**src/rtl/mac_preact_if.sv**
```systemverilog
// mac_preact_if: command, operand-stream and result-stream signals of the pre-activation MAC.
// Latency: none (wires only).
// Backpressure: in_valid/in_ready on the operand stream, out_valid/out_ready on the result.
//
// master: the upstream/downstream side (drives start, bias, operands and out_ready).
// slave : the MAC itself (drives in_ready, out_valid, out_data, sat_flag, busy).
interface mac_preact_if;
    logic        start;
    logic [15:0] bias;
    logic        in_valid;
    logic        in_ready;
    logic [15:0] x;
    logic [15:0] w;
    logic        out_valid;
    logic        out_ready;
    logic [15:0] out_data;
    logic        sat_flag;
    logic        busy;

    modport master (
        output start, bias, in_valid, x, w, out_ready,
        input  in_ready, out_valid, out_data, sat_flag, busy
    );

    modport slave (
        input  start, bias, in_valid, x, w, out_ready,
        output in_ready, out_valid, out_data, sat_flag, busy
    );
endinterface

```
**src/rtl/mac_preact.sv**
```systemverilog
// mac_preact: bias + sum(x[i]*w[i]) over LEN Q4.12 operand pairs, saturated to a Q4.12 result.
// Latency: result valid the cycle after the LEN-th accepted operand pair.
// Backpressure: in_ready only while accumulating; result held stable until out_ready.
//
// Ports: clk (rising edge), rst_n (async active-low), bus (mac_preact_if.slave):
//   start/bias begin a dot product from IDLE; x/w arrive on in_valid/in_ready;
//   out_data/sat_flag leave on out_valid/out_ready; busy is high outside IDLE.
// Build option MAC_PREACT_ROUND_EN: round half toward +inf when dropping the 12
//   fractional bits of the Q8.24 accumulator; undefined truncates toward -inf.
module mac_preact #(
    parameter int LEN   = 16,
    parameter int ACC_W = 40
) (
    input  logic        clk,
    input  logic        rst_n,
    mac_preact_if.slave bus
);

    // A 1-bit counter still works for LEN=1: the only beat is also the last one.
    localparam int CNT_W = (LEN > 1) ? $clog2(LEN) : 1;

    localparam logic [1:0] S_IDLE  = 2'd0;
    localparam logic [1:0] S_ACCUM = 2'd1;
    localparam logic [1:0] S_OUT   = 2'd2;

    logic [1:0]              state_q, state_d;
    logic signed [ACC_W-1:0] acc_q, acc_d;
    logic [CNT_W-1:0]        count_q, count_d;
    logic [15:0]             out_data_q, out_data_d;
    logic                    sat_q, sat_d;

    logic signed [31:0]      x_ext, w_ext, prod;
    logic signed [ACC_W-1:0] prod_ext, bias_ext, acc_next, acc_adj, r;
    logic                    in_ready_w, beat, last_beat;
    logic                    r_fits;
    logic [15:0]             r_sat;
    logic                    r_clip;

    // Q4.12 x Q4.12 gives a Q8.24 product; 32 bits hold every 16x16 signed product.
    assign x_ext = {{16{bus.x[15]}}, bus.x};
    assign w_ext = {{16{bus.w[15]}}, bus.w};
    assign prod  = x_ext * w_ext;

    assign prod_ext = {{(ACC_W-32){prod[31]}}, prod};
    assign bias_ext = {{(ACC_W-16){bus.bias[15]}}, bus.bias};
    assign acc_next = acc_q + prod_ext;

`ifdef MAC_PREACT_ROUND_EN
    // Adding half an output LSB before the floor shift rounds half toward +inf.
    assign acc_adj = acc_next + ACC_W'(2048);
`else
    assign acc_adj = acc_next;
`endif

    assign r = acc_adj >>> 12;

    // r fits in 16 signed bits exactly when bits [ACC_W-1:15] are all copies of the sign.
    assign r_fits = (&r[ACC_W-1:15]) | ~(|r[ACC_W-1:15]);

    always_comb begin
        r_sat  = r[15:0];
        r_clip = 1'b0;
        if (!r_fits) begin
            r_clip = 1'b1;
            r_sat  = r[ACC_W-1] ? 16'h8000 : 16'h7FFF;
        end
    end

    assign in_ready_w = (state_q == S_ACCUM);
    assign beat       = bus.in_valid & in_ready_w;
    assign last_beat  = (count_q == CNT_W'(LEN - 1));

    always_comb begin
        state_d    = state_q;
        acc_d      = acc_q;
        count_d    = count_q;
        out_data_d = out_data_q;
        sat_d      = sat_q;
        case (state_q)
            S_IDLE: begin
                if (bus.start) begin
                    // Align the Q4.12 bias to the Q8.24 accumulator.
                    acc_d   = bias_ext <<< 12;
                    count_d = '0;
                    state_d = S_ACCUM;
                end
            end
            S_ACCUM: begin
                if (beat) begin
                    acc_d   = acc_next;
                    count_d = count_q + CNT_W'(1);
                    if (last_beat) begin
                        // Result comes from acc_next so out_valid follows the last beat by one cycle.
                        out_data_d = r_sat;
                        sat_d      = r_clip;
                        state_d    = S_OUT;
                    end
                end
            end
            S_OUT: begin
                // start is deliberately not looked at here, even in the handshake cycle.
                if (bus.out_ready) begin
                    state_d = S_IDLE;
                end
            end
            default: begin
                state_d = S_IDLE;
            end
        endcase
    end

    always_ff @(posedge clk or negedge rst_n) begin
        if (!rst_n) begin
            state_q    <= S_IDLE;
            acc_q      <= '0;
            count_q    <= '0;
            out_data_q <= 16'h0000;
            sat_q      <= 1'b0;
        end else begin
            state_q    <= state_d;
            acc_q      <= acc_d;
            count_q    <= count_d;
            out_data_q <= out_data_d;
            sat_q      <= sat_d;
        end
    end

    assign bus.in_ready  = in_ready_w;
    assign bus.out_valid = (state_q == S_OUT);
    assign bus.out_data  = out_data_q;
    assign bus.sat_flag  = sat_q;
    assign bus.busy      = (state_q != S_IDLE);

endmodule

```
**src/flat_wrapper.sv**
```systemverilog
// flat-port wrapper written by rule: the top's interface ports become plain ports
module mac_preact_flat 
#(
    parameter int LEN   = 16,
    parameter int ACC_W = 40
)
  (clk, rst_n, bus_start, bus_bias, bus_in_valid, bus_x, bus_w, bus_out_ready, bus_in_ready, bus_out_valid, bus_out_data, bus_sat_flag, bus_busy);
  mac_preact_if bus_i ();
  input  logic clk;
  input  logic rst_n;
  input wire logic [$bits(bus_i.start)-1:0] bus_start;
  input wire logic [$bits(bus_i.bias)-1:0] bus_bias;
  input wire logic [$bits(bus_i.in_valid)-1:0] bus_in_valid;
  input wire logic [$bits(bus_i.x)-1:0] bus_x;
  input wire logic [$bits(bus_i.w)-1:0] bus_w;
  input wire logic [$bits(bus_i.out_ready)-1:0] bus_out_ready;
  output wire logic [$bits(bus_i.in_ready)-1:0] bus_in_ready;
  output wire logic [$bits(bus_i.out_valid)-1:0] bus_out_valid;
  output wire logic [$bits(bus_i.out_data)-1:0] bus_out_data;
  output wire logic [$bits(bus_i.sat_flag)-1:0] bus_sat_flag;
  output wire logic [$bits(bus_i.busy)-1:0] bus_busy;
  assign bus_i.start = bus_start;
  assign bus_i.bias = bus_bias;
  assign bus_i.in_valid = bus_in_valid;
  assign bus_i.x = bus_x;
  assign bus_i.w = bus_w;
  assign bus_i.out_ready = bus_out_ready;
  assign bus_in_ready = bus_i.in_ready;
  assign bus_out_valid = bus_i.out_valid;
  assign bus_out_data = bus_i.out_data;
  assign bus_sat_flag = bus_i.sat_flag;
  assign bus_busy = bus_i.busy;
  mac_preact #(.LEN(LEN), .ACC_W(ACC_W)) u_core (.clk(clk), .rst_n(rst_n), .bus(bus_i));
endmodule
```
**config.mk**
```make
export PLATFORM = sky130hd
export DESIGN_NAME = mac_preact_flat
export DESIGN_NICKNAME = d
export VERILOG_FILES = /design/src/rtl/mac_preact_if.sv /design/src/rtl/mac_preact.sv /design/src/flat_wrapper.sv
export SDC_FILE = /design/constraint.sdc
export NUM_CORES = 1
export LEC_CHECK = 0
export BUFFER_PORTS_ARGS = -buffer_cell sky130_fd_sc_hd__buf_2
export CAP_MARGIN = 5
export CORE_UTILIZATION = 59
export CTS_CLUSTER_DIAMETER = 200
export CTS_CLUSTER_SIZE = 12
export DETAILED_ROUTE_END_ITERATION = 16
export GPL_TIMING_DRIVEN = 0
export PLACE_DENSITY = 0.83
export SLEW_MARGIN = 20
export SYNTH_ARGS = -nofsm -noshare
export SYNTH_HDL_FRONTEND = slang
export SYNTH_SLANG_ARGS = --single-unit
```
**constraint.sdc**
```tcl
create_clock -name clk -period 5.1 [get_ports clk]
set_input_delay 0.255 -clock clk [delete_from_list [all_inputs] [get_ports clk]]
set_output_delay 0.255 -clock clk [all_outputs]
set_load 0.005 [all_outputs]
```
# Word-level counts from Yosys, hierarchy flattened
# Index checks and enable logic that the tools add are counted.
[totals]
output_inout_bits = 20
input_bits = 53
ff_bits = 63
elab_cells = 40
[classes]
muxes = 14
bitwise_logic = 3
add_sub_neg = 2
n_eq_ne = 7
mul = 1
reduce_logical = 8
[ops]
columns = ["op", "n"]
rows = [
  ["2-to-1 mux 40 bit", 2],
  ["one-hot mux 40 bit (2 select lines)", 1],
  ["adder 40 x 32 -> 40 bit", 1],
  ["multiplier 16 x 16 -> 32 bit", 1],
  ["2-to-1 mux 16 bit", 2],
  ["AND reduction 13 bit", 1],
  ["OR reduction 13 bit", 1],
  ["2-to-1 mux 2 bit", 4],
  ["2-to-1 mux 4 bit", 2],
  ["!= test 2 bit, second input constant", 4],
  ["one-hot mux 4 bit (2 select lines)", 1],
  ["one-hot mux 2 bit (3 select lines)", 1],
  ["AND reduction 3 bit", 2],
  ["adder 4 x 1 -> 4 bit, second input constant", 1],
  ["== test 4 bit, second input constant", 1],
  ["AND reduction 4 bit", 1],
  ["nonzero test 2 bit", 2],
  ["== test 2 x 1 -> 1 bit, second input constant", 1],
  ["== test 2 bit, second input constant", 1],
  ["zero test 2 bit", 1],
  ["AND 1 bit", 1],
  ["2-to-1 mux 1 bit", 1],
  ["inverter 1 bit", 1],
  ["OR 1 bit", 1],
]

# Depth between registers and ports, before layout
[depth]
ltp_word = 6
ltp_mapped = 27
ltp_nobuf = 24

# Worst setup path after synthesis
# Ideal clock, no wire load.
[synth_timing]
kind = "input -> register"
start = "in bus_x[15]"
end = "reg u_core.sat_q, in the netlist u_core.bus.sat_flag"
t_required_ps = 4967
setup_time_ps = 133
setup_slack_ps = -1721
arrival_time_ps = 6688
stages = 23
path_buffers = 2
cell_sequence = "clkbuf_1 -> nand2_1 -> inv_1 -> fa_1 -> fa_1 -> fa_1 -> fa_1 -> fa_1 -> inv_1 -> fa_1 -> inv_1 -> ha_1 -> buf_6 -> a211oi_2 -> o21ai_1 -> a221o_1 -> and2_4 -> o211a_1 -> nor4_4 -> nand4_2 -> or3_2 -> a211oi_1 -> o211ai_1"
[synth_via]
elab_chain_cells = 6
word_cells_on_any_way = 7
cone_classes = "1 x add/sub; 1 x mul; 1 x mux; 2 x bitwise; 2 x reduce/logical"
[synth_rtl]
columns = ["element", "line_no", "source"]
rows = [
  ["from (decl)", "flat_wrapper.sv:14", "input wire logic [$bits(bus_i.x)-1:0] bus_x;"],
  ["multiplier 16 x 16 -> 32 bit *", "mac_preact.sv:42", "assign prod = x_ext * w_ext;"],
  ["adder 40 x 32 -> 40 bit *", "mac_preact.sv:46", "assign acc_next = acc_q + prod_ext;"],
  ["OR reduction 13 bit", "mac_preact.sv:58", "assign r_fits = (&r[ACC_W-1:15]) | ~(|r[ACC_W-1:15]);"],
  ["inverter 1 bit", "mac_preact.sv:58", ""],
  ["OR 1 bit *", "mac_preact.sv:58", ""],
  ["2-to-1 mux 1 bit *", "mac_preact.sv:63", "if (!r_fits) begin"],
  ["to (signal assigned)", "mac_preact.sv:124", "sat_q <= sat_d;"],
  ["to (decl)", "mac_preact.sv:30", "logic sat_q, sat_d;"],
]
# Mark *: on every way between the ends. The rest lies on a longest branch, timed or not.
# A chain may end at the register's enable or synchronous reset.

# Worst setup path after layout
[layout_timing]
start = "in bus_x[15]"
end = "reg u_core.out_data_q[9], in the netlist u_core.bus.out_data[9]"
[layout_via]
elab_chain_cells = 6
word_cells_on_any_way = 8
cone_classes = "1 x add/sub; 1 x mul; 2 x mux; 2 x bitwise; 2 x reduce/logical"
[layout_rtl]
columns = ["element", "line_no", "source"]
rows = [
  ["multiplier 16 x 16 -> 32 bit *", "mac_preact.sv:42", ""],
  ["adder 40 x 32 -> 40 bit *", "mac_preact.sv:46", ""],
  ["OR reduction 13 bit", "mac_preact.sv:58", ""],
  ["inverter 1 bit", "mac_preact.sv:58", ""],
  ["OR 1 bit", "mac_preact.sv:58", ""],
  ["2-to-1 mux 16 bit *", "mac_preact.sv:63", ""],
  ["to (signal assigned)", "mac_preact.sv:123", "out_data_q <= out_data_d;"],
  ["to (decl)", "mac_preact.sv:29", "logic [15:0] out_data_q, out_data_d;"],
]
# Marked as above.

==> impl_metrics.json <==
{
  "slew_viol_final": 0,
  "synth-seq-area-share": 0.102,
  "synth_fp_nets": 2151,
  "ioPinCount": 73,
  "yosysWarnings": 0,
  "die_h_um": 164,
  "grt_pass1_vias": 13700,
  "startpoint_type": "input port",
  "synth_top_area_frac": 0.428,
  "wl_per_cell_um": 23.1,
  "rsz0062_at_grt": "yes",
  "vias": 13600,
  "via_per_inst": 6.17,
  "core_area_um2": 25400,
  "io_buffer_count": 72,
  "synth_edf_count": 0,
  "nets": 2375,
  "globalRouteOverflowTotal": 0,
  "initial_utilization": 0.607,
  "outcome": "complete, but fails checks",
  "yosysUniqueCellTypes": 71,
  "cp.required_ns": 5.37,
  "reg2reg_slack_ns": -1.27,
  "syn_avg_cell_area_um2": 9.34,
  "critPathLaunch": "bus_x[15]",
  "antenna_cells": 0,
  "finalHoldViolCount": 0,
  "grtUsageTotal": 0.353,
  "gp_congestion": 0.985,
  "clk_pin_slew_ns": 0.06,
  "syn_inst": 1652,
  "dieArea_um2": 26800,
  "cts-buffers-inserted": 9,
  "ys_seq_elements": 63,
  "finalSetupViolations": 45,
  "yosysMostFrequentCell": "inv_1",
  "pre_cts_ws_ns": -2.25,
  "grt_max_degree": 42,
  "worstHoldStart": "bus_out_ready",
  "grt_pass1_wl_um": 71800,
  "drt_iter0_drc": 1399,
  "crit_fanout": 5,
  "relSlewSlack": 0.474,
  "wl_um": 51000,
  "cts.sinks": 63,
  "worstMarginPinSlew_ns": 0.786,
  "critPathMostFrequentCell": "fa_1",
  "tritoncts": "done",
  "dr.pass1.iters": 6,
  "synth-async-reset-ratio": 1.00,
  "drc": 0,
  "ys.flop_type": "dfrtp_1",
  "whs_ns": 0.0801,
  "worstReg2RegStart": "u_core.acc_q[15]$_DFFE_PN0P_",
  "cp.arrival_ns": 7.14,
  "hp-class": "in2reg",
  "dpl.hpwl_um": 34500,
  "cpPeakStageDelay_ns": 0.52,
  "clk_path_buf_depth": 2,
  "num_rows": 58,
  "netlist_top_cells_area": "fa_1 43%, dfrtp_1 10%, ha_1 9.4%",
  "min_period_over_period": 1.35,
  "finClkSkew_ns": 0.0110,
  "drive_above_1_share": 0.281,
  "htree_levels": 3,
  "ant_nets": 0,
  "ctsRootBufferMaster": "clkbuf_16",
  "antenna_found_initial": 0,
  "yosys-top-cells-count": "376 x inv_1, 330 x fa_1, 189 x nand2_1, 121 x and2_1, 116 x ha_1",
  "netlist_area_um2": 15400,
  "fin_ws_ns": -1.76,
  "fmax_mhz": 146,
  "synth_top_area_cell": "fa_1",
  "violations": "setup timing",
  "crit_slowest_cell": "fa_1",
  "die_width_um": 164,
  "clock_latency_ns": 0.34,
  "syn_to_final_growth_pct": 30.4,
  "crit_type": "in2reg",
  "max-cap-violations": 0,
  "crit_path_end_kind": "register",
  "period_needed_ns": 6.86
}
[worst paths after layout]
kind                                                      endpoint  depth (start not counted)
min in group asynchronous       u_core.bus.out_data[7]$_DFFE_PN0P_                          2
max in group asynchronous             u_core.acc_q[36]$_DFFE_PN0P_                          3
worst max-delay path            u_core.bus.out_data[9]$_DFFE_PN0P_                         30
worst min register to register       u_core.state_q[0]$_DFFE_PN0P_                          1
worst max register to register  u_core.bus.out_data[9]$_DFFE_PN0P_                         24
worst min-delay path                 u_core.state_q[1]$_DFFE_PN0P_                          2
[state kept, by name, indices dropped and copies added, names as in the netlist]
register and cells:
u_core.bus.out_data 16, u_core.acc_q 40, u_core.state_q 2, u_core.bus.sat_flag 1, u_core.count_q 4
[layout make-up]
cell class                 count  area, µm²
tap                          330        413
multi-input combinational   1151      13700
timing repair inverter         1       5.00
inverter                     376       1430
clock inverter                 4       95.1
buffer                        59        831
timing repair buffer         215       1880
fill                        1425       5280
clock buffer                  11        233
sequential                    63       1580
[kinds of logic (layout without fill, tap and decap cells)]
logic type / after synthesis / after routing / synth area share
adder cells (fa/ha/maj): 446 / 446 / 0.522
XOR/XNOR: 32 / 32 / 0.0182
buffers and inverters: 438 / 666 / 0.110
AO/OA/AOI/OAI: 201 / 201 / 0.0921
AND/OR/NAND/NOR: 472 / 472 / 0.155
flip-flops: 63 / 63 / 0.102
[worst max-delay path: cells and delay by family]
kind	cells	cell delay [ns]
adders and majority gates	7	3.32
and+or+nand+nor	9	1.82
buffers and inverters	13	1.35
AOI/OAI and AO/OA	1	0.39
[routing by layer]
metal	global-route usage	wire length [µm]
met5	0	0
met4	0.135	3420
met3	0.0558	4930
met2	0.579	24500
met1	0.475	18100
[repair_timing]
action / in CTS / in global routing
buffers inserted: 80 / 56
gates resized for setup: 250 / 150
hold buffers: 1 / 0
cloned: 5 / 2
setup endpoints to repair: 45 / 45
endpoints found under the hold margin: 22 / 0
pin swaps: 99 / 98
[per-stage QoR]
stage | cells | cell area, µm² | TNS [ns] | utilization
after CTS | 2155 | 19000 | -35.73 | 0.748
after global placement | 2054 | 16900 | -68.34 | 0.665
after floorplan | 1652 | 16100 | -28.56 | -
after detailed placement | 2055 | 16900 | -69.51 | 0.666
after global routing | 2210 | 20100 | -55.84 | 0.792
final | 2210 | 20100 | -50.06 | 0.792
[placed cells by master, fill, tap and decap left out, types with 10 or more instances in the layout]
master / count
o21ai_2: 10
o21ai_0: 14
buf_8: 15
buf_2: 46
dfrtp_1: 63
a22oi_1: 15
fa_1: 309
buf_6: 50
ha_4: 23
ha_1: 90
nor3_1: 12
fa_2: 21
nand3_1: 17
a221o_1: 11
xnor2_1: 10
and2_1: 107
nand4_1: 16
a21oi_2: 14
clkbuf_16: 28
buf_4: 105
buf_12: 10
nand2_4: 15
nor2_1: 35
clkbuf_1: 15
inv_2: 27
nand2_1: 166
and2_4: 15
a21oi_1: 19
inv_1: 343
a21o_1: 12
clkbuf_8: 10
Power is left out: the tool's default activity adds up to more than one toggle a clock period on the data nets, which glitch-free logic cannot reach.
